### src/rtl/axi_pkg.sv
// Shared AXI response codes and the LSU-to-AXI sequencer state encoding.
package axi_pkg;

  localparam logic [1:0] RESP_OKAY   = 2'b00;
  localparam logic [1:0] RESP_EXOKAY = 2'b01;
  localparam logic [1:0] RESP_SLVERR = 2'b10;
  localparam logic [1:0] RESP_DECERR = 2'b11;

  typedef enum logic [2:0] {
    IDLE    = 3'd0,
    RD_ADDR = 3'd1,
    RD_DATA = 3'd2,
    WR_REQ  = 3'd3,
    WR_RESP = 3'd4,
    RESP    = 3'd5
  } lsu_state_e;

endpackage

### src/rtl/axi_wd_timer.sv
// Bus watchdog: counts enabled cycles since the last clear and flags expiry at TIMEOUT_CYC.
module axi_wd_timer #(
  parameter int unsigned TIMEOUT_CYC = 1024
) (
  input  logic clk,
  input  logic rst,
  input  logic clr,
  input  logic en,
  output logic expired_c
);

  localparam int unsigned CNT_W = $clog2(TIMEOUT_CYC + 1);

  logic [CNT_W-1:0] cnt;

  always_ff @(posedge clk or negedge rst) begin
    if (!rst)                   cnt <= '0;
    else if (clr)               cnt <= '0;
    else if (en && !expired_c)  cnt <= cnt + CNT_W'(1);
  end

  // Fires during the TIMEOUT_CYC-th enabled cycle so the FSM leaves on that edge.
  assign expired_c = en && (cnt >= CNT_W'(TIMEOUT_CYC - 1));

endmodule

### src/rtl/lsu_axi_master.sv
// Single-beat AXI4-Lite master behind the LSU: aligned 64-bit loads/stores.
// Optional bus watchdog enabled by defining LSU_AXI_TIMEOUT_EN.
module lsu_axi_master
  import axi_pkg::*;
#(
  parameter int unsigned ADDR_W      = 32,
  parameter int unsigned DATA_W      = 64,
  parameter int unsigned TIMEOUT_CYC = 1024
) (
  input  logic                clk,
  input  logic                rst,
  input  logic                req_valid,
  output logic                req_ready,
  input  logic                req_write,
  input  logic [ADDR_W-1:0]   req_addr,
  input  logic [DATA_W-1:0]   req_wdata,
  input  logic [DATA_W/8-1:0] req_wstrb,
  output logic                resp_valid,
  input  logic                resp_ready,
  output logic [DATA_W-1:0]   resp_rdata,
  output logic                resp_err,
  output logic                m_awvalid,
  input  logic                m_awready,
  output logic [ADDR_W-1:0]   m_awaddr,
  output logic                m_wvalid,
  input  logic                m_wready,
  output logic [DATA_W-1:0]   m_wdata,
  output logic [DATA_W/8-1:0] m_wstrb,
  input  logic                m_bvalid,
  output logic                m_bready,
  input  logic [1:0]          m_bresp,
  output logic                m_arvalid,
  input  logic                m_arready,
  output logic [ADDR_W-1:0]   m_araddr,
  input  logic                m_rvalid,
  output logic                m_rready,
  input  logic [DATA_W-1:0]   m_rdata,
  input  logic [1:0]          m_rresp
);

  localparam int unsigned STRB_W = DATA_W / 8;

  lsu_state_e          state, state_nx;
  logic [ADDR_W-1:0]   addr_q;
  logic [DATA_W-1:0]   wdata_q;
  logic [STRB_W-1:0]   wstrb_q;
  logic                accept;
  logic                bus_busy;
  logic                timeout_c;
  logic                awv_nx, wv_nx, arv_nx, rr_nx, br_nx, rv_nx;
  logic [DATA_W-1:0]   rdata_nx;
  logic                err_nx;

  assign bus_busy = (state == RD_ADDR) || (state == RD_DATA) ||
                    (state == WR_REQ)  || (state == WR_RESP);

`ifdef LSU_AXI_TIMEOUT_EN
  axi_wd_timer #(.TIMEOUT_CYC(TIMEOUT_CYC)) u_wd (
    .clk       (clk),
    .rst       (rst),
    .clr       (accept),
    .en        (bus_busy),
    .expired_c (timeout_c)
  );
`else
  localparam int unsigned unused_timeout_cyc = TIMEOUT_CYC;
  assign timeout_c = 1'b0;
`endif

  // Low response bits and the in-word byte offset carry no meaning here.
  logic unused_bits;
  assign unused_bits = ^{m_bresp[0], m_rresp[0], req_addr[2:0], bus_busy};

  assign m_awaddr = addr_q;
  assign m_araddr = addr_q;
  assign m_wdata  = wdata_q;
  assign m_wstrb  = wstrb_q;

  always_ff @(posedge clk or negedge rst) begin
    if (!rst) begin
      state      <= IDLE;
      req_ready  <= 1'b1;
      addr_q     <= '0;
      wdata_q    <= '0;
      wstrb_q    <= '0;
      m_awvalid  <= 1'b0;
      m_wvalid   <= 1'b0;
      m_arvalid  <= 1'b0;
      m_rready   <= 1'b0;
      m_bready   <= 1'b0;
      resp_valid <= 1'b0;
      resp_rdata <= '0;
      resp_err   <= 1'b0;
    end else begin
      state      <= state_nx;
      req_ready  <= (state_nx == IDLE);
      m_awvalid  <= awv_nx;
      m_wvalid   <= wv_nx;
      m_arvalid  <= arv_nx;
      m_rready   <= rr_nx;
      m_bready   <= br_nx;
      resp_valid <= rv_nx;
      resp_rdata <= rdata_nx;
      resp_err   <= err_nx;
      if (accept) begin
        addr_q  <= {req_addr[ADDR_W-1:3], 3'b000};
        wdata_q <= req_wdata;
        wstrb_q <= req_wstrb;
      end
    end
  end

  // Next state plus the registered channel handshake signals it implies.
  always_comb begin
    state_nx = state;
    accept   = 1'b0;
    awv_nx   = 1'b0;
    wv_nx    = 1'b0;
    arv_nx   = 1'b0;
    rr_nx    = 1'b0;
    br_nx    = 1'b0;
    rv_nx    = 1'b0;
    rdata_nx = resp_rdata;
    err_nx   = resp_err;
    case (state)
      IDLE: begin
        if (req_valid) begin
          accept   = 1'b1;
          rdata_nx = '0;
          err_nx   = 1'b0;
          if (!req_write) begin
            state_nx = RD_ADDR;
            arv_nx   = 1'b1;
          end else if (req_wstrb == '0) begin
            state_nx = RESP;
            rv_nx    = 1'b1;
          end else begin
            state_nx = WR_REQ;
            awv_nx   = 1'b1;
            wv_nx    = 1'b1;
          end
        end
      end
      RD_ADDR: begin
        if (m_arready) begin
          state_nx = RD_DATA;
          rr_nx    = 1'b1;
        end else begin
          arv_nx = 1'b1;
        end
      end
      RD_DATA: begin
        if (m_rvalid) begin
          state_nx = RESP;
          rv_nx    = 1'b1;
          rdata_nx = m_rdata;
          err_nx   = m_rresp[1];
        end else begin
          rr_nx = 1'b1;
        end
      end
      WR_REQ: begin
        awv_nx = m_awvalid && !m_awready;
        wv_nx  = m_wvalid && !m_wready;
        if (!awv_nx && !wv_nx) begin
          state_nx = WR_RESP;
          br_nx    = 1'b1;
        end
      end
      WR_RESP: begin
        if (m_bvalid) begin
          state_nx = RESP;
          rv_nx    = 1'b1;
          err_nx   = m_bresp[1];
        end else begin
          br_nx = 1'b1;
        end
      end
      RESP: begin
        if (resp_ready) state_nx = IDLE;
        else            rv_nx    = 1'b1;
      end
      default: state_nx = IDLE;
    endcase
    // Watchdog abandons the bus transaction and reports an error.
    if (timeout_c) begin
      state_nx = RESP;
      awv_nx   = 1'b0;
      wv_nx    = 1'b0;
      arv_nx   = 1'b0;
      rr_nx    = 1'b0;
      br_nx    = 1'b0;
      rv_nx    = 1'b1;
      rdata_nx = '0;
      err_nx   = 1'b1;
    end
  end

endmodule
### config.mk
export PLATFORM = sky130hd
export DESIGN_NAME = lsu_axi_master
export DESIGN_NICKNAME = d
export VERILOG_FILES = /design/src/rtl/axi_pkg.sv /design/src/rtl/axi_wd_timer.sv /design/src/rtl/lsu_axi_master.sv
export SDC_FILE = /design/constraint.sdc
export NUM_CORES = 1
export LEC_CHECK = 0
export ABC_AREA = 0
export BUFFER_PORTS_ARGS = -buffer_cell sky130_fd_sc_hd__buf_2
export CORE_AREA = 2 2 152 154
export CTS_BUF_LIST = sky130_fd_sc_hd__clkbuf_8
export CTS_CLUSTER_SIZE = 30
export DETAILED_ROUTE_END_ITERATION = 7
export DIE_AREA = 0 0 154 156
export SLEW_MARGIN = 20
export SYNTH_ARGS = -nofsm -noshare
export SYNTH_HDL_FRONTEND = slang
export SYNTH_SLANG_ARGS = --single-unit
### constraint.sdc
create_clock -name clk -period 2.24 [get_ports clk]
set_input_delay 0.672 -clock clk [delete_from_list [all_inputs] [get_ports clk]]
set_output_delay 0.672 -clock clk [all_outputs]
set_load 0.005 [all_outputs]
==> flow_summary.yaml <==
worst_setup_path:
  critical_path_peak_fanout: 29
  arrival_ns: 2.23
  reg2reg_depth: 4
  cp.required_ns: 2.57
  worstSetupPathType: "reg2reg"
  r2r_start: "state[2]"
  start_kind: "flip-flop"
  reg2reg_setup_slack_ns: 0.35
  setup.worst_path.end_class: "flip-flop"
  reg2reg_to: "m_wdata[27]"
clock_network:
  cts_buffers: 17
  postCtsSetupBuffers: 0
  clk_latency_ns: 0.45
  clk_pin_slew_ns: 0.10
  ctsHtreeMaxLevel: 4
  cts.sinks: 176
  cts_root_buffer: "clkbuf_8"
  cts_resized: 0
  clock_path_buffers: 2
  cts_hold_buf: 0
  cts_tree: "done"
detailed_routing:
  drc: 0
  drtIter0Drc: 176
  drtPass1Iterations: 4
  vias: 5496
  wl_mm: 18.6
  wire_per_inst_um: 15.0
  viasPerCell: 4.43
  detail-route-antenna-nets: 0
sta:
  max_freq_mhz: 528
  slew_headroom_pct: 65.4
  fin_crit_sh_pct: 84.5
  tightestPinTransition_ns: 0.519
  finClkSkew_ns: 0.0129
  finalSetupViolations: 0
  rsz0062_at_grt: "false"
  drv_slew: 0
  hold_viol_final: 0
  tns_ns: 0
  period_minus_slack_ns: 1.89
floorplanning:
  io_pins: 390
  die_area_mm2: 0.0240
  core_area_mm2: 0.0224
  dieHeight_um: 156
  die_x_um: 154
  start_util_pct: 31.9
  rows: 55
layout:
  nets: 1125
  layout_common_cells: "377 x buf_2, 175 x dfrtp_1, 137 x nand2_1"
  drive_gt1_share_pct: 56.5
  mostFrequentLayoutCell: "buf_2"
  regArea_mm2: 0.00441
  syn2layout_area_growth_pct: 35.9
  stdcell_count: 1241
  diodes: 0
  n_fill_cell: 2148
  multi_input_area_mm2: 0.00228
outcome:
  status: "finished, final reports clean"
synth:
  yosysUniqueCellTypes: 30
  syn_inst: 588
  yosysWarnings: 0
  async_flop_share_pct: 100
  syn_area_mm2: 0.00713
  ys.flop_type: "dfrtp_1"
  syn_area_per_cell_um2: 12.1
  synth_edf_count: 0
  ys_ff_latch: 176
  ys_seq_area_share_pct: 61.8
global_route:
  grt_pass1_vias: 5453
  grt_remaining_overflow: 0
  grt_use_total_pct: 15.4
  grt_max_degree: 65
  grt_pass1_wl_mm: 29.0
  antenna_found_initial: 0
pwr:
  p_leak_nw: 4.89
  power_density_mw_per_mm2: 1300
  ir_worst_vdd_v: 0.000561
hold_path:
  hold_class: "in2async"
run:
  maxCapViolCount: 0
place:
  place_hpwl_mm: 14.2
  place_inst: 1209
  routabilityCongestion: 0.759
  io_buffers: 378
==> cells in the mapped netlist (2+ instances only) <==
library cell  instances  share of area (%)
dfrtp_1             175                 61
nand2_1             137                7.2
mux2_2              101                 16
o21ai_0              50                3.5
buf_4                37                3.9
o21ai_1              20                1.4
buf_2                12               0.84
clkbuf_1             10               0.53
buf_6                 9                1.4
nor2_1                4               0.21
nor2b_1               4               0.35
a21oi_1               3               0.21
nand3_1               3               0.21
nor4_1                3               0.26
buf_1                 2               0.11
nand2b_1              2               0.18
nand4_1               2               0.18
o2111ai_1             2               0.25
==> through the flow <==
| stage | hold WS, ns | power (W) | setup WS [ns] | area, um^2 | util [%] |
|---|---|---|---|---|---|
| after CTS | 0.150 | 0.0128 | 0.340 | 9690 | 43.3 |
| after detailed placement | 0.463 | 0.0105 | 0.160 | 9270 | 41.5 |
| after floorplan | 0.376 | 0.00821 | 0.506 | 7150 | - |
| after global routing | 0.151 | 0.0136 | 0.261 | 9690 | 43.3 |
| after global placement | 0.456 | 0.0104 | 0.170 | 9270 | 41.5 |
| final | 0.160 | 0.0126 | 0.347 | 9690 | 43.3 |
==> area by class of cell <==
| cell class | instances | share of cell area [%] |
|---|---|---|
| Sequential cell | 176 | 45.5 |
| Multi-Input combinational cell | 347 | 23.5 |
| Timing Repair Buffer | 401 | 23.1 |
| Tap cell | 285 | 3.68 |
| Clock buffer | 18 | 2.56 |
| Clock inverter | 14 | 1.73 |
==> cells by family after synthesis <==
kind of cell    share of synthesized area (%)
flops                                    61.8
simple gates                             9.56
mux                                      16.1
compound gates                           5.70
buf+inv                                  6.79
other cells                            0.0526
==> how the worst max path moves through the flow <==
stage	to	from
after floorplan	m_wdata[0]	req_valid
after global placement	m_araddr[31]	req_valid
after detailed placement	m_araddr[13]	req_valid
after CTS	m_araddr[8]	state[2]
after global routing	m_araddr[8]	state[2]
final	m_wdata[27]	state[2]
==> state kept, by name (all words and copies together), names as in the netlist, 3 cells and up <==
register	flops
m_araddr	29
m_wdata	64
m_wstrb	8
resp_rdata	64
state	3
==> metal layers <==
metal | global-route usage [%] | vias to the layer above | share of wire (%)
met3 | 5.53 | 19 | 8.2
li1 | - | 2646 | -
met1 | 17.7 | 2585 | 40
met5 | 0 | - | 0
met2 | 26.6 | 246 | 50
met4 | 5.16 | 0 | 1.7
==> power by group <==
part / internal (W) / total (W) / switching (W)
logic: 0.00271 / 0.00497 / 0.00226
registers: 0.00458 / 0.00534 / 0.000759
clock network: 0.000973 / 0.00229 / 0.00131
total: 0.00826 / 0.0126 / 0.00433
==> critical path, stage by stage, from the launching register on <==
cell and delay, ns:
dfrtp_1 0.52, nor4b_4 0.40, buf_12 0.24, buf_12 0.22
mux2_2 0.35
Note: power is estimated with default switching activity, not from simulation.
